### src/rtl/ahb_pkg.sv
// Shared AHB-Lite encodings and traffic-master constants.
package ahb_pkg;

  typedef enum logic [1:0] {
    HTRANS_IDLE   = 2'b00,
    HTRANS_BUSY   = 2'b01,
    HTRANS_NONSEQ = 2'b10,
    HTRANS_SEQ    = 2'b11
  } htrans_t;

  localparam logic [2:0] HSIZE_WORD    = 3'b010;
  localparam logic [2:0] HBURST_SINGLE = 3'b000;

  typedef enum logic [2:0] {
    ST_IDLE,
    ST_WRITE,
    ST_WDRAIN,
    ST_READ,
    ST_RDRAIN,
    ST_DONE
  } tg_state_t;

  // Galois taps for x^32+x^22+x^2+x+1, right-shifting form
  localparam logic [31:0] LFSR_MASK = 32'h8020_0003;

endpackage

### src/rtl/lfsr32.sv
// 32-bit right-shifting Galois LFSR with synchronous load and step enable.
module lfsr32
  import ahb_pkg::*;
(
  input  logic        clk,
  input  logic        reset,
  input  logic        load,
  input  logic [31:0] seed,
  input  logic        step,
  output logic [31:0] value
);

  logic [31:0] value_q, value_d;

  always_comb begin
    value_d = value_q;
    if (load) begin
      value_d = seed;
    end else if (step) begin
      value_d = value_q[0] ? ((value_q >> 1) ^ LFSR_MASK) : (value_q >> 1);
    end
  end

  always_ff @(posedge clk or posedge reset) begin
    if (reset) value_q <= '0;
    else       value_q <= value_d;
  end

  assign value = value_q;

endmodule

### src/rtl/ahb_traffic_master.sv
// AHB-Lite bring-up initiator: writes an LFSR pattern to NUM_TXN words,
// reads it back and counts mismatches.
module ahb_traffic_master
  import ahb_pkg::*;
#(
  parameter logic [31:0] BASE_ADDR = 32'h4000_0000,
  parameter int          NUM_TXN   = 16,
  parameter logic [31:0] SEED      = 32'hACE1_2468
) (
  input  logic        clk,
  input  logic        reset,
  input  logic        start,
  output logic        busy,
  output logic        done,
  output logic        bus_err,
  output logic [15:0] mismatch_cnt,
  output logic [31:0] first_bad_addr,
  output logic [31:0] haddr,
  output logic [1:0]  htrans,
  output logic        hwrite,
  output logic [2:0]  hsize,
  output logic [2:0]  hburst,
  output logic [31:0] hwdata,
  input  logic [31:0] hrdata,
  input  logic        hready,
  input  logic        hresp
);

  localparam int            IW       = $clog2(NUM_TXN) + 1;
  localparam logic [IW-1:0] LAST_IDX = IW'(NUM_TXN - 1);

  function automatic logic [15:0] sat_inc(input logic [15:0] v);
    return (v == 16'hFFFF) ? v : v + 16'd1;
  endfunction

  tg_state_t     state_q, state_d;
  logic [IW-1:0] idx_q, idx_d;
  logic [31:0]   haddr_q, haddr_d;
  htrans_t       htrans_q, htrans_d;
  logic          hwrite_q, hwrite_d;
  logic [31:0]   hwdata_q, hwdata_d;
  logic          dp_q, dp_d;
  logic [31:0]   dp_addr_q, dp_addr_d;
  logic          bus_err_q, bus_err_d;
  logic [15:0]   mis_q, mis_d;
  logic [31:0]   fb_addr_q, fb_addr_d;
  logic          fb_vld_q, fb_vld_d;

  logic        lfsr_load, lfsr_step;
  logic [31:0] lfsr_val;
  logic        accept, busy_st;

  lfsr32 u_lfsr (
    .clk   (clk),
    .reset (reset),
    .load  (lfsr_load),
    .seed  (SEED),
    .step  (lfsr_step),
    .value (lfsr_val)
  );

  assign accept  = (htrans_q == HTRANS_NONSEQ) && hready;
  assign busy_st = (state_q != ST_IDLE) && (state_q != ST_DONE);

  always_comb begin
    state_d   = state_q;
    idx_d     = idx_q;
    haddr_d   = haddr_q;
    htrans_d  = htrans_q;
    hwrite_d  = hwrite_q;
    hwdata_d  = hwdata_q;
    dp_d      = dp_q;
    dp_addr_d = dp_addr_q;
    bus_err_d = bus_err_q;
    mis_d     = mis_q;
    fb_addr_d = fb_addr_q;
    fb_vld_d  = fb_vld_q;
    lfsr_load = 1'b0;
    lfsr_step = 1'b0;

    // dp_q marks a data phase in flight; it only advances when the slave is ready
    if (hready) dp_d = accept;
    if (accept) dp_addr_d = haddr_q;

    if (busy_st && bus_err_q) begin
      // second ERROR cycle: nothing is pipelined, just wait for it to end
      if (hready) state_d = ST_DONE;
    end else if (busy_st && dp_q && hresp && !hready) begin
      htrans_d  = HTRANS_IDLE;
      bus_err_d = 1'b1;
    end else begin
      case (state_q)
        ST_IDLE, ST_DONE: begin
          if (start) begin
            state_d   = ST_WRITE;
            idx_d     = '0;
            haddr_d   = BASE_ADDR;
            htrans_d  = HTRANS_NONSEQ;
            hwrite_d  = 1'b1;
            bus_err_d = 1'b0;
            mis_d     = '0;
            fb_addr_d = '0;
            fb_vld_d  = 1'b0;
            lfsr_load = 1'b1;
          end
        end
        ST_WRITE: begin
          if (accept) begin
            lfsr_step = 1'b1;
            hwdata_d  = lfsr_val;
            idx_d     = idx_q + IW'(1);
            if (idx_q == LAST_IDX) begin
              htrans_d = HTRANS_IDLE;
              state_d  = ST_WDRAIN;
            end else begin
              haddr_d = haddr_q + 32'd4;
            end
          end
        end
        ST_WDRAIN: begin
          if (hready) begin
            state_d   = ST_READ;
            idx_d     = '0;
            haddr_d   = BASE_ADDR;
            htrans_d  = HTRANS_NONSEQ;
            hwrite_d  = 1'b0;
            lfsr_load = 1'b1;
          end
        end
        ST_READ: begin
          if (accept) begin
            idx_d = idx_q + IW'(1);
            if (idx_q == LAST_IDX) begin
              htrans_d = HTRANS_IDLE;
              state_d  = ST_RDRAIN;
            end else begin
              haddr_d = haddr_q + 32'd4;
            end
          end
        end
        ST_RDRAIN: begin
          if (hready) state_d = ST_DONE;
        end
        default: state_d = ST_IDLE;
      endcase

      // read-back checker runs on the regenerated sequence
      if (dp_q && hready && (state_q == ST_READ || state_q == ST_RDRAIN)) begin
        lfsr_step = 1'b1;
        if (hrdata != lfsr_val) begin
          mis_d = sat_inc(mis_q);
          if (!fb_vld_q) begin
            fb_addr_d = dp_addr_q;
            fb_vld_d  = 1'b1;
          end
        end
      end
    end
  end

  always_ff @(posedge clk or posedge reset) begin
    if (reset) begin
      state_q   <= ST_IDLE;
      idx_q     <= '0;
      haddr_q   <= '0;
      htrans_q  <= HTRANS_IDLE;
      hwrite_q  <= 1'b0;
      hwdata_q  <= '0;
      dp_q      <= 1'b0;
      bus_err_q <= 1'b0;
      mis_q     <= '0;
      fb_addr_q <= '0;
      fb_vld_q  <= 1'b0;
    end else begin
      state_q   <= state_d;
      idx_q     <= idx_d;
      haddr_q   <= haddr_d;
      htrans_q  <= htrans_d;
      hwrite_q  <= hwrite_d;
      hwdata_q  <= hwdata_d;
      dp_q      <= dp_d;
      bus_err_q <= bus_err_d;
      mis_q     <= mis_d;
      fb_addr_q <= fb_addr_d;
      fb_vld_q  <= fb_vld_d;
    end
  end

  always_ff @(posedge clk) begin
    dp_addr_q <= dp_addr_d;
  end

  assign busy           = busy_st;
  assign done           = (state_q == ST_DONE);
  assign bus_err        = bus_err_q;
  assign mismatch_cnt   = mis_q;
  assign first_bad_addr = fb_addr_q;
  assign haddr          = haddr_q;
  assign htrans         = htrans_q;
  assign hwrite         = hwrite_q;
  assign hwdata         = hwdata_q;
  assign hsize          = HSIZE_WORD;
  assign hburst         = HBURST_SINGLE;

endmodule
### config.mk
export PLATFORM = sky130hd
export DESIGN_NAME = ahb_traffic_master
export DESIGN_NICKNAME = d
export VERILOG_FILES = /design/src/rtl/ahb_pkg.sv /design/src/rtl/lfsr32.sv /design/src/rtl/ahb_traffic_master.sv
export SDC_FILE = /design/constraint.sdc
export NUM_CORES = 1
export LEC_CHECK = 0
export ABC_CLOCK_PERIOD_IN_PS = 14350
export CORE_ASPECT_RATIO = 1.2
export CORE_UTILIZATION = 25
export CTS_CLUSTER_SIZE = 30
export DETAILED_ROUTE_END_ITERATION = 7
export GPL_TIMING_DRIVEN = 0
export HOLD_SLACK_MARGIN = 0.03
export PLACE_DENSITY = 0.41
export SLEW_MARGIN = 20
export SYNTH_ARGS = -nofsm -noshare
export SYNTH_HDL_FRONTEND = slang
export SYNTH_SLANG_ARGS = --single-unit
### constraint.sdc
create_clock -name clk -period 14.35 [get_ports clk]
set_input_delay 2.87 -clock clk [delete_from_list [all_inputs] [get_ports clk]]
set_output_delay 2.87 -clock clk [all_outputs]
set_load 0.01 [all_outputs]
# == Yosys cells after proc, flatten, opt, wreduce, memory -nomap -nowiden ==
# Cells that the tools add are included.
# totals
register_bits,190
input_bits,37
word_cells,133
out_inout_bits,124
# op_classes
reduce_logical,29
bitwise,3
mux,59
add_sub_neg,3
eq_ne,26
# ops
operator,n
32-bit two-way mux,12
32-bit case mux with 3 select lines,1
16-bit two-way mux,5
"32-bit by 3-bit adder with 32-bit output, second input constant",1
32-bit != test,1
"3-bit != test, second input constant",10
3-bit two-way mux,9
1-bit two-way mux,19
"16-bit by 1-bit adder with 16-bit output, second input constant",1
"16-bit == test, second input constant",1
5-bit two-way mux,3
3-bit case mux with 5 select lines,1
5-bit case mux with 3 select lines,1
7-bit AND reduction,2
6-bit AND reduction,2
2-bit two-way mux,5
1-bit logical AND,8
"2-bit != test, second input constant",4
2-bit nonzero test,4
"3-bit by 2-bit == test with 1-bit output, second input constant",2
"3-bit == test, second input constant",2
"3-bit by 1-bit != test with 1-bit output, second input constant",2
2-bit case mux with 3 select lines,1
3-bit AND reduction,2
17 further kinds,21

# == Depth between registers and ports, before layout ==
# Gate-level depths: netlist (run 1).
# logic_depth
word_depth,9
ltp_mapped,10
ltp_nobuf,9

# == Hierarchy ==
# From an unflattened synthesis (run 1), not the netlist that was laid out.
# unflattened
cells_unflattened,790
hier_area_um2,8505.7
# modules_own_cells
module,cells_per_inst,n_inst,seq_area_each_um2,area_per_inst_um2
ahb_traffic_master,646,1,3978.8,6972.9
lfsr32,144,1,800.8,1532.7

# == Worst setup path before layout (run 1) ==
# No wires, ideal clock.
# synth_path
path_type,input port to flip-flop
start,in hready
end,"reg htrans_q[1], in the netlist htrans[1]"
t_arrival_ps,4304
setup_time_ps,118
stages,7
path_buffers,1
t_required_ps,14232
slack_ps,9928
path_cell_list,buf_2 -> nand2_1 -> inv_1 -> a31oi_1 -> o211ai_1 -> nand2_1 -> a21o_1
# synth_via
elab_cells_between_ends,10
cone_classes,eq/ne: 4; mux: 1; reduce/logical: 5
# synth_rtl
item,line_no,rtl
from (decl),ahb_traffic_master.sv:25,"input logic hready,"
1-bit logical AND,ahb_traffic_master.sv:62,assign accept = (htrans_q == HTRANS_NONSEQ) && hready;
named net accept,ahb_traffic_master.sv:51,"logic accept, busy_st;"
3-bit by 1-bit != test with 1-bit output (no source line),--,
6-bit AND reduction (no source line),--,
to (signal assigned),ahb_traffic_master.sv:178,htrans_q <= htrans_d;
to (decl),ahb_traffic_master.sv:39,"htrans_t htrans_q, htrans_d;"
# The timed path passes the listed nets, and every way through them passes these cells.
# A chain may end at the register's enable or synchronous reset.

# == Worst setup path after layout (run 1) ==
# layout_path
start,reg state_q[2]
end,out done
# layout_via
elab_chain_cells,1
# layout_lines
item,line_no,rtl
from (decl),ahb_traffic_master.sv:36,"tg_state_t state_q, state_d;"
from (signal assigned),ahb_traffic_master.sv:175,state_q <= state_d;
3-bit == test,ahb_traffic_master.sv:194,assign done = (state_q == ST_DONE);
to (decl),ahb_traffic_master.sv:14,"output logic done,"
# No other way between the ends.

==> impl.org, run 1 <==
** Floorplanning
- For this configuration, the core starts out at a cell density of 0.256.
- Die boundary height :: 205 um
- Die area :: 0.0350 mm2
- Number of I/O pins :: 161
- Core ar. :: 0.0334 mm2
- Standard-cell rows :: 73
- The die is 171 um wide.

** Critical path
- For the worst setup path, the data arrival time is 2150 ps.
- Critical-path cell with the highest stage delay :: clkdlybuf4s50_1
- Logic depth of the worst register-to-register path :: 7
- Along the worst path, the maximum fanout reaches 10.
- The worst setup path is captured at an output port.
- The worst register-to-register path ends at first_bad_addr[23]$_DFFE_PP0P_.
- Type of the worst setup path :: flop to output port
- Walking the worst path, the cells encountered are clkbuf_1, and3_1, clkdlybuf4s50_1.
- For flop-to-flop paths, the worst setup slack is 11670 ps.
- Critical path required time :: 11480 ps
- STA classifies the critical path startpoint as a flop.
- The worst register-to-register path begins at u_lfsr.value[24]$_DFFE_PP0P_.
- On the worst path, the slowest cell contributes a delay of 550 ps.
- In this run the worst setup path begins at state_q[2]$_DFFE_PP0P_.

** Route
- Average detailed-routed wire length per instance :: 16.6 um
- The routed layout has 6275 vias.
- Post-route antenna net violation count :: 0
- In the routed design, unresolved DRC markers number 0.
- After the first detailed-routing iteration, the DRC count stood at 284.
- Per-cell via count in the routed design :: 4.37
- For this block, the routed nets add up to 23.8 mm of wire.
- Number of iterations in the first detailed-routing pass :: 4

** Final layout
- Synthesis-to-layout area growth :: 32.0%
- The repair_antennas step left the layout with diodes totalling 0.
- Layout cells sized above 1 :: 0.120
- The final layout contains 1015 nets.
- After filler insertion, the fill cell instance count of the layout stands at 3459.
- Share of the core filled with cells in the final layout :: 0.338

** Yosys
- In this run, synthesis inferred 30 flip-flops with an integrated enable.
- In this run, synthesis produced a sequential element count of 185.
- Combined area of all synthesized cells :: 0.00857 mm2
- Proportion of synthesized flip-flops having asynchronous set or reset :: 0.838
- Top FF cell, synth :: dfrtp_1
- Warnings from Yosys :: 0
- The share of the Yosys chip area taken by registers is 0.558.
- Cell count after synthesis :: 796
- Unique masters post-synth :: 63
- A synthesized cell averages 10.8 um2.

** STA
- Final critical-path share of the clock period :: 0.350
- For the finished layout, the period the worst path requires is 5020 ps.
- Timing would allow up to 199 MHz.
- Setup violation total in the final timing report :: 0
- On the final layout, the worst clock skew is 13.7 ps.
- Hold timing on the final database bottoms out at a slack of 496 ps.
- Final Max Slew Viols :: 0
- For the pin with the worst max-slew slack, the measured transition is 743 ps.
- The number of hold violations in the final report is 0.
- RSZ-0062 raised after global routing :: false
- Headroom to the max-slew limit came out at 0.504.
- Accumulated negative setup slack :: 0 ps

** Clock tree
- Clock tree synthesis found a total of 185 sinks.
- In this run the number of H-tree levels came out at 4.
- For this design, the CTS-stage hold fixing added 0 buffers.
- TritonCTS built the clock tree.
- Number of buffers inserted to repair setup after CTS :: 0
- CTS buffer count :: 17
- After clock tree synthesis, the clock-pin slew on the worst setup and hold paths is 80 ps.
- The root buffer cell chosen for the clock tree is clkbuf_16.
- No sink is reached through more buffers than the 2 on the longest clock path.
- Clock latency at the later pin of the worst-skew pair :: 450 ps
- Post_cts resized :: 0

** Hold path
- The path class of the tightest hold or removal check is flop to flop.
- Worst hold path startpoint :: dp_addr_q[31]$_DFFE_PP_
- The path with the worst hold slack has its endpoint at first_bad_addr[31]$_DFFE_PP0P_.
- Number of cells on the worst hold path :: 2

** Global routing
- First-pass GRT wire length :: 38.0 mm
- Overflow after GRT :: 0
- Entering global routing, the biggest net connects 83 pins.
- The via count of the first global-routing pass came to 6378.
- Global-route usage over all layers :: 0.144
- The initial antenna violation count came to 0.

** Power
- The worst-case IR drop observed on VDD is 0.0658 mV.
- Areal power density over the cells :: 174 mW/mm2
- Summed over all cells, the static leakage comes to 4.89 nW.

** Placement
- Detailed Place HPWL :: 17.0 mm
- In this run the tool buffered the top-level ports with 151 buffer cells.
- Final GP Congestion :: 0.758

** Run
- Across the run, the number of max-cap violations was 0.

** Outcome
- Outcome :: completed
## Yosys cell counts (9+ instances only)
| master | instances | area share |
|---|---|---|
| buf_2 | 14 | 0.0082 |
| edfxtp_1 | 30 | 0.11 |
| xnor2_1 | 36 | 0.037 |
| o21ai_0 | 46 | 0.027 |
| nand4_1 | 27 | 0.020 |
| buf_4 | 13 | 0.011 |
| mux2i_1 | 31 | 0.036 |
| nor2_1 | 61 | 0.027 |
| inv_1 | 52 | 0.023 |
| nand2_1 | 113 | 0.050 |
| nor3_1 | 9 | 0.0053 |
| and3_1 | 11 | 0.0080 |
| nand3_1 | 26 | 0.015 |
| clkbuf_1 | 11 | 0.0048 |
| xor2_1 | 26 | 0.027 |
| dfrtp_1 | 155 | 0.45 |
| mux2_2 | 34 | 0.045 |
## worst max-delay path by stage
stage,to
2_1_floorplan,bus_err$_DFFE_PP0P_
3_3_place_gp,mismatch_cnt[6]$_DFFE_PP0P_
3_5_place_dp,first_bad_addr[23]$_DFFE_PP0P_
4_1_cts,first_bad_addr[23]$_DFFE_PP0P_
5_1_grt,first_bad_addr[23]$_DFFE_PP0P_
6_report,done
## sequential cells by signal, summed over array words and instances (netlist names)
register        cells
state_q             3
dp_q                1
htrans              1
dp_addr_q          30
hwdata             32
haddr              30
hwrite              1
u_lfsr.value       32
fb_vld_q            1
idx_q               5
first_bad_addr     32
bus_err             1
mismatch_cnt       16
## critical path, delay by kind of cell (launching register included)
family | cells | cell delay [ps]
DFF | 1 | 510
and+or+nand+nor | 1 | 240
buffers and inverters | 2 | 960
## metrics by stage
step / cell area [um2] / power, mW / setup slack (ps) / cells
floorplan: 8590 / 1.18 / 7300 / 803
global placement: 10700 / 1.51 / 4290 / 1404
detailed placement: 10700 / 1.51 / 8760 / 1405
CTS: 11300 / 2.02 / 9250 / 1437
global route: 11300 / 2.11 / 9130 / 1437
finish: 11300 / 1.97 / 9330 / 1437
## placed cells by master, fill, tap and decap left out, types with 27 or more instances in the layout
cell / Yosys / routed
dfrtp_1: 155 / 155
clkdlybuf4s50_1: 0 / 151
nand2_1: 113 / 113
nor2_1: 61 / 61
inv_1: 52 / 50
o21ai_0: 46 / 46
xnor2_1: 36 / 36
mux2_2: 34 / 34
mux2i_1: 31 / 31
edfxtp_1: 30 / 30
nand4_1: 27 / 27
## logic make-up (layout without fill, tap and decap cells)
logic type                 Yosys count  in the layout  synth area share
AOI/OAI and AO/OA                   96             96            0.0736
DFF                                185            185             0.558
muxes                               65             65            0.0809
xor gates and xnor gates            63             63            0.0653
buffers and inverters               99            283            0.0558
adders and majority gates            4              4           0.00584
and+or+nand+nor                    282            282             0.160
other                                2              9          0.000876
## where the power goes
part | switching [mW] | internal [mW] | leakage (nW) | total (mW)
combinational | 0.358 | 0.328 | 2.24 | 0.685
sequential | 0.123 | 0.674 | 2.35 | 0.797
clock | 0.240 | 0.251 | 0.293 | 0.491
## metal layers
layer  part of all wire  GRT usage
met1               0.44      0.179
met2               0.49      0.239
met3              0.054     0.0423
met4              0.015     0.0434
met5                  0          0
## final cells by class
class,count,area (um2),area share
sequential,185,4780,0.422
multi-input combinational,519,3340,0.295
timing repair buffer,152,1540,0.136
tap,450,563,0.0498
clock buffer,18,429,0.0379
buffer,46,279,0.0247
inverter,53,206,0.0182
clock inverter,14,180,0.0159
(Power assumes the default switching activity.)
==> run 2, diff against run 1 <==
--- a/config.mk
+++ b/config.mk
@@ -5,14 +5,14 @@
 export SDC_FILE = /design/constraint.sdc
 export NUM_CORES = 1
 export LEC_CHECK = 0
-export ABC_CLOCK_PERIOD_IN_PS = 14350
+export ABC_CLOCK_PERIOD_IN_PS = 4100
 export CORE_ASPECT_RATIO = 1.2
 export CORE_UTILIZATION = 25
 export CTS_CLUSTER_SIZE = 30
 export DETAILED_ROUTE_END_ITERATION = 7
 export GPL_TIMING_DRIVEN = 0
 export HOLD_SLACK_MARGIN = 0.03
-export PLACE_DENSITY = 0.41
+export PLACE_DENSITY = 0.43
 export SLEW_MARGIN = 20
 export SYNTH_ARGS = -nofsm -noshare
 export SYNTH_HDL_FRONTEND = slang
==> constraint.sdc (replaced) <==
create_clock -name clk -period 4.1 [get_ports clk]
set_input_delay 0.82 -clock clk [delete_from_list [all_inputs] [get_ports clk]]
set_output_delay 0.82 -clock clk [all_outputs]
set_load 0.01 [all_outputs]
==> run 2 against run 1 <==
Sequential power rose to 3.5 times the previous value. Largest power group unchanged. Non-clock buffer count up 4. Clock skew hardly changed. Hold slack got worse by 0.61 ps. Wire length is essentially flat. Highest routed layer unchanged.
==> impl.org, run 2 (synthesized netlist as in run 1, its figures left out) <==
** Critical path
- Critical path required time :: 4460 ps (-7020 ps)
- The worst setup path is captured at a flop.
- Arrival time of data at the critical path endpoint :: 3370 ps (+1220 ps)
- STA classifies the critical path startpoint as a primary input.
- The highest fanout seen on the critical path was 10 (unchanged).
- By startpoint and endpoint, the worst setup path is classified as primary input to flop.

** Final layout
- Layout cells sized above 1 :: 0.123 (+0.00355)
- Relative to the synthesized area, the layout overhead comes to 32.8%.
- Most common cell after layout, fill and taps aside :: dfrtp_1
- Final net count :: 1019 (+0.39%)
- Final Instance Count excl. Fillers :: 1441 (+0.28%)
- The antenna diode count was 0 (unchanged).
- The library cells used most frequently in the layout, excluding fill and tap cells, are dfrtp_1 (155), clkdlybuf4s50_1 (151), nand2_1 (113), nor2_1 (61), inv_1 (50).
- Share of the core filled with cells in the final layout :: 0.340 (+0.00202)

** Clock tree
- Clk sink count :: 185 (unchanged)
- Clock latency at the later pin of the worst-skew pair :: 440 ps (about the same)
- Cell at the root of the clock tree :: clkbuf_16
- The hold-fix buffer count after cts was 0 (unchanged).
- The number of buffers created by CTS came to 17 (unchanged).
- Clock edge transition at the registers on the reported setup and hold paths :: 80 ps (about the same)
- Maximum root-to-sink buffer count :: 2 (unchanged)
- CTS tree :: yes
- Post_cts resized :: 0 (unchanged)
- Number of buffers inserted to repair setup after CTS :: 0 (unchanged)
- The level count of the clock H-tree was 4 (unchanged).

** Route
- The average wire per standard cell was 16.5 um (-0.36%).
- Per-cell via count in the routed design :: 4.36 (-0.10%)
- Detailed-route DRC error count :: 0 (unchanged)
- Number of iterations in the first detailed-routing pass :: 4 (unchanged)
- The number of DRC markers in iteration 0 is 375 (+32%).
- The via count came to 6286 (+0.18%).
- Post-route antenna net violation count :: 0 (unchanged)
- Wire length after detailed routing :: 23.8 mm (about the same)

** STA
- The number of hold violations in the final report is 0 (unchanged).
- The final setup TNS is 0 ps (unchanged).
- Based on the critical path, the design can be clocked at up to 332 MHz.
- Relative slew margins :: 0.487 (-0.0168)
- The smallest clock period supported by the final layout is computed as 3010 ps.
- Worst slack on hold paths :: 496 ps (-0.614 ps)
- The total count of max-transition violations in the final report is 0 (unchanged).
- Maximum clock skew at final layout :: 13.9 ps (+0.127 ps)
- RSZ-0062 raised after global routing :: false
- The transition time at the pin with the least slew margin came to 768 ps (+25.2 ps).
- Final critical-path share of the clock period :: 0.735
- Setup violation total in the final timing report :: 0 (unchanged)

** Global routing
- The maximum number of pins on one net before global-route repair is 32 (-61%).
- The sum of overflow across all layers after global routing is 0 (unchanged).
- Number of antenna violations at the first check in global routing :: 0 (unchanged)
- First-pass GRT wire length :: 37.3 mm (-2.0%)
- Number of global-route vias before repair :: 6187 (-3.0%)
- Global-route usage over all layers :: 0.142 (-0.00227)

** Placement
- The routability congestion estimate from global placement is 0.798 (+5.3%).
- Count of port buffers added during placement :: 151 (unchanged)
- Inst Count DP :: 1409 (+0.28%)
- The placed wire-length estimate is 17.3 mm (+1.3%).

** Floorplanning
- The effective utilization at floorplan came to 0.256 (unchanged).
- The area enclosed by the die boundary is 0.0350 mm2 (unchanged).
- Standard-cell rows :: 73 (unchanged)
- Die Width :: 171 um (unchanged)
- The area of the core came to 0.0334 mm2 (unchanged).
- The I/O pin count was 161 (unchanged).
- Die boundary height :: 205 um (unchanged)

** Hold path
- The min-delay analysis places its worst path in the category flop to flop.

** Power
- The peak ir drop on the vdd network is 0.247 mV (+270%).
- Areal power density over the cells :: 606 mW/mm2 (+250%)
- Static leakage power :: 4.92 nW (+0.67%)

** Run
- # Max-Cap Violations :: 0 (unchanged)

** Outcome
- The run finished with clean final reports.
==> run 2: critical path: stages <==
cell and delay [ps]:
clkdlybuf4s50_1 410, xnor2_1 230, nand4_1 120, nor4_1 580, a31oi_1 310, nand3b_1 390
buf_4 300, mux2i_1 220
==> run 2: metal layers <==
metal | vias to the layer above | routed length, um | global-route usage | share of wire
met5 | - | 0 | 0 | 0
met4 | 0 | 245 | 0.0364 | 0.010
met3 | 16 | 1330 | 0.0390 | 0.056
met2 | 153 | 11700 | 0.235 | 0.49
met1 | 3038 | 10500 | 0.180 | 0.44
li1 | 3079 | - | - | -
==> run 2: worst paths after layout <==
path	startpoint	endpoint	slack, ps	cells after the start
max reg2reg	u_lfsr.value[26]$_DFFE_PP0P_	first_bad_addr[20]$_DFFE_PP0P_	1380	7
min in group asynchronous	reset	hwdata[24]$_DFFE_PP0P_	830	2
min	dp_addr_q[12]$_DFFE_PP_	first_bad_addr[12]$_DFFE_PP0P_	500	2
max in group asynchronous	reset	u_lfsr.value[20]$_DFFE_PP0P_	2270	5
min reg2reg	dp_addr_q[12]$_DFFE_PP_	first_bad_addr[12]$_DFFE_PP0P_	500	2
max	hrdata[28]	first_bad_addr[20]$_DFFE_PP0P_	1090	8
==> run 2: where the power goes <==
part	internal, mW	switching [mW]
clock network	0.881	0.836
logic	1.15	1.24
registers	2.36	0.425
==> run 2: metrics by stage <==
stage          setup slack (ps)  power (mW)  area (um2)
6_report                   1090        6.90       11400
5_1_grt                     907        7.37       11400
3_3_place_gp               -438        5.26       10700
2_1_floorplan              1320        4.11        8600
4_1_cts                    1060        7.04       11400
3_5_place_dp                588        5.28       10800
==> run 2: final cells by class <==
cell class	instances	area [um2]
Tap cell	450	563
Clock buffer	18	429
Sequential cell	185	4780
Clock inverter	14	179
Fill cell	3466	22000
Inverter	53	203
Timing Repair Buffer	156	1610
Multi-Input combinational cell	519	3340
Buffer	46	279
==> run 3, diff against run 2 <==
--- a/config.mk
+++ b/config.mk
@@ -5,7 +5,7 @@
 export SDC_FILE = /design/constraint.sdc
 export NUM_CORES = 1
 export LEC_CHECK = 0
-export ABC_CLOCK_PERIOD_IN_PS = 4100
+export ABC_CLOCK_PERIOD_IN_PS = 2500
 export CORE_ASPECT_RATIO = 1.2
 export CORE_UTILIZATION = 25
 export CTS_CLUSTER_SIZE = 30
==> constraint.sdc (replaced) <==
create_clock -name clk -period 2.5 [get_ports clk]
set_input_delay 0.5 -clock clk [delete_from_list [all_inputs] [get_ports clk]]
set_output_delay 0.5 -clock clk [all_outputs]
set_load 0.01 [all_outputs]
==> run 3 against run 2 <==
Die area is the same. Final area grew 1.1%. Largest cell class unchanged. First-iteration DRC count grew 5.9%. Register-to-register slack lost 1200 ps. Global-route usage is essentially flat. Combinational power grew 67%. Critical path type is now flop to output port.
==> impl.org, run 3 (synthesized netlist as in run 1, its figures left out) <==
** Global routing
- The global-route wire length before repair is 37.3 mm (+0.11%).
- The overall routing resource usage is 0.142 (+0.000142).
- The via count of the first global-routing pass is 6196 (+0.15%).
- Number of antenna violations at the first check in global routing :: 0 (unchanged)
- Overflow after GRT :: 0 (unchanged)
- Largest net degree at the start of global routing :: 32 (unchanged)

** Floorplanning
- Die boundary height :: 205 um (unchanged)
- The width of the chip came to 171 um (unchanged).
- Standard-cell rows :: 73 (unchanged)
- The I/O pin count came to 161 (unchanged).
- Core ar. :: 0.0334 mm2 (unchanged)
- The effective utilization at floorplan is 0.256 (unchanged).
- The area enclosed by the die boundary came to 0.0350 mm2 (unchanged).

** Critical path
- The startpoint identified for the worst register-to-register timing path is u_lfsr.value[26]$_DFFE_PP0P_.
- Nature of the critical path startpoint :: flop
- Reg2reg end :: first_bad_addr[20]$_DFFE_PP0P_
- Arrival time of data at the critical path endpoint :: 1900 ps (-1470 ps)
- Highest net fanout along the worst path :: 10 (unchanged)
- Logic depth of the worst register-to-register path :: 8 (+1)
- STA classifies the critical path endpoint as an output port.
- Critical path required time :: 2000 ps (-2460 ps)
- Flop-to-flop setup slack :: 140 ps (-1240 ps)
- The critical path in this run is classified as flop to output port.

** Clock tree
- Clock latency at the later pin of the worst-skew pair :: 440 ps (about the same)
- CTS buffer count :: 17 (unchanged)
- Cell at the root of the clock tree :: clkbuf_16
- Clock edge transition at the registers on the reported setup and hold paths :: 80 ps (about the same)
- CTS tree :: yes
- Count of hold-fix buffers inserted at cts :: 0 (unchanged)
- The level count of the clock H-tree is 4 (unchanged).
- Clk sink count :: 185 (unchanged)
- The clock tree buffer depth was 2 (unchanged).

** STA
- Setup violation total in the final timing report :: 0 (unchanged)
- The total count of max-transition violations in the final report is 0 (unchanged).
- Max Clk Rate :: 416 MHz
- The transition time at the pin with the least slew margin was 759 ps (-9.66 ps).
- Final critical-path share of the clock period :: 0.961
- The clock skew after layout is 13.4 ps (-0.464 ps).
- RSZ-0062 raised after global routing :: false
- The post-route worst hold slack came to 495 ps (-0.593 ps).
- Minimum period implied by the final worst setup slack :: 2400 ps
- The number of hold violations in the final report came to 0 (unchanged).
- The worst-case headroom to the max-slew limit came to 0.494 (+0.00645).

** Final layout
- Filler cell count :: 3459 (-0.20%)
- FF/Latch Area :: 0.00478 mm2 (about the same)
- The library cells used most frequently in the layout, excluding fill and tap cells, are dfrtp_1 (154), clkdlybuf4s50_1 (150), nand2_1 (113), nor2_1 (60), inv_1 (50).
- Layout cells sized above 1 :: 0.139 (+0.0163)
- Most common cell after layout, fill and taps aside :: dfrtp_1
- The final net count is 1025 (+0.59%).
- The antenna diode count came to 0 (unchanged).
- Area of the multi-input gates :: 0.00339 mm2 (+1.5%)
- The non-filler instance count after layout came to 1447 (+0.42%).
- Relative to the synthesized area, the layout overhead comes to 34.3%.

** Hold path
- Hold EP :: first_bad_addr[12]$_DFFE_PP0P_
- The worst hold path depth is 2 (unchanged).
- Worst hold path startpoint :: dp_addr_q[12]$_DFFE_PP_
- The min-delay analysis places its worst path in the category flop to flop.

** Power
- The clock power share came to 0.247 (-0.002).
- Areal power density over the cells :: 990 mW/mm2 (+63%)
- Part of the power in combinational logic :: 0.351 (+0.004)
- The internal power consumption came to 7.24 mW (+65%).
- Static leakage power :: 5.00 nW (+1.7%)
- The reported net switching power came to 4.15 mW (+66%).
- The peak ir drop on the vdd network is 0.398 mV (+61%).
- The fraction of power consumed by sequential logic is 0.402 (-0.002).
- Sw frac :: 0.364 (+0.00137)

** Route
- The post-detailed-route via-to-cell ratio is 4.37 (+0.12%).
- The count of unresolved DRC violations after routing is 0 (unchanged).
- Average detailed-routed wire length per instance :: 16.5 um (about the same)
- Wire length after detailed routing :: 23.9 mm (+0.37%)
- The number of antenna-violating nets in the routed design was 0 (unchanged).
- Number of DRC markers after the initial detailed-route iteration :: 397 (+5.9%)
- The via count came to 6320 (+0.54%).
- The length of the first detailed-routing pass in iterations was 4 (unchanged).

** Placement
- Inst Count DP :: 1409 (unchanged)
- The routability congestion estimate from global placement is 0.798 (unchanged).
- The number of buffer cells added on primary ports is 151 (unchanged).
- Detailed Place HPWL :: 17.3 mm (unchanged)

** Run
- The max-cap check violation count is 0 (unchanged).

** Outcome
- The flow ran to the end, and the final reports show no timing, DRC or antenna violations.
==> run 3: changes by cell type in the layout (fill, tap and decap cells not counted), sizes merged <==
cell	delta
buf	+7
clkbuf	-1
clkdlybuf4s50	-1
dlygate4sd2	+1
==> run 3: final cells by class <==
type,count,share of cell area
Buffer,46,0.0260
Inverter,53,0.0176
Clock buffer,18,0.0373
Clock inverter,14,0.0156
Tap cell,450,0.0489
Sequential cell,185,0.416
Timing Repair Buffer,162,0.145
Multi-Input combinational cell,519,0.294
==> run 3: worst max-delay path, cell delays in order (launching register included) <==
cell and delay (ps):
dfrtp_1 340, buf_6 150, buf_2 230, and3_1 190
clkdlybuf4s50_1 550
==> run 3: stage by stage <==
stage | instance area [um2] | setup WS [ps] | total power [mW] | setup TNS [ps] | utilization
3_3_place_gp | 10700 | -1720 | 8.62 | -316640 | 0.319
4_1_cts | 11400 | 27.2 | 11.6 | 0 | 0.342
6_report | 11500 | 98.6 | 11.4 | 0 | 0.344
5_1_grt | 11500 | 7.09 | 12.2 | 0 | 0.344
3_5_place_dp | 10800 | -692 | 8.66 | -44410 | 0.322
2_1_floorplan | 8600 | 41.1 | 6.75 | 0 | -
==> run 3: worst max path at each step <==
| stage | start | to | slack (ps) |
|---|---|---|---|
| global placement | reset | mismatch_cnt[7]$_DFFE_PP0P_ | -1720 |
| floorplan | reset | bus_err$_DFFE_PP0P_ | 40 |
| finish | state_q[0]$_DFFE_PP0P_ | done | 100 |
| CTS | u_lfsr.value[28]$_DFFE_PP0P_ | first_bad_addr[20]$_DFFE_PP0P_ | 30 |
| detailed placement | hrdata[28] | first_bad_addr[20]$_DFFE_PP0P_ | -690 |
| global route | u_lfsr.value[26]$_DFFE_PP0P_ | first_bad_addr[20]$_DFFE_PP0P_ | 7 |
==> run 3: power by group through the flow <==
stage                     logic, mW  clock network [mW]  registers (mW)
final                          4.00                2.82            4.58
after global routing           4.43                3.03            4.70
after CTS                      4.08                2.92            4.60
after detailed placement       4.02                   0            4.64
after global placement         3.97                   0            4.65
after floorplan                2.13                   0            4.62
==> run 3: metal layers <==
metal  GRT usage  part of all wire  vias to the layer above
li1            -                 -                     3091
met2       0.235              0.49                      153
met1       0.180              0.44                     3063
met4      0.0364            0.0096                        0
met5           0                 0                        -
met3      0.0390             0.057                       13
==> run 3: what timing repair did <==
action	CTS	global route
setup endpoints to repair	56	87
gates cloned	0	1
gates resized for setup	8	21
buffers inserted	2	3
pin swaps	3	2
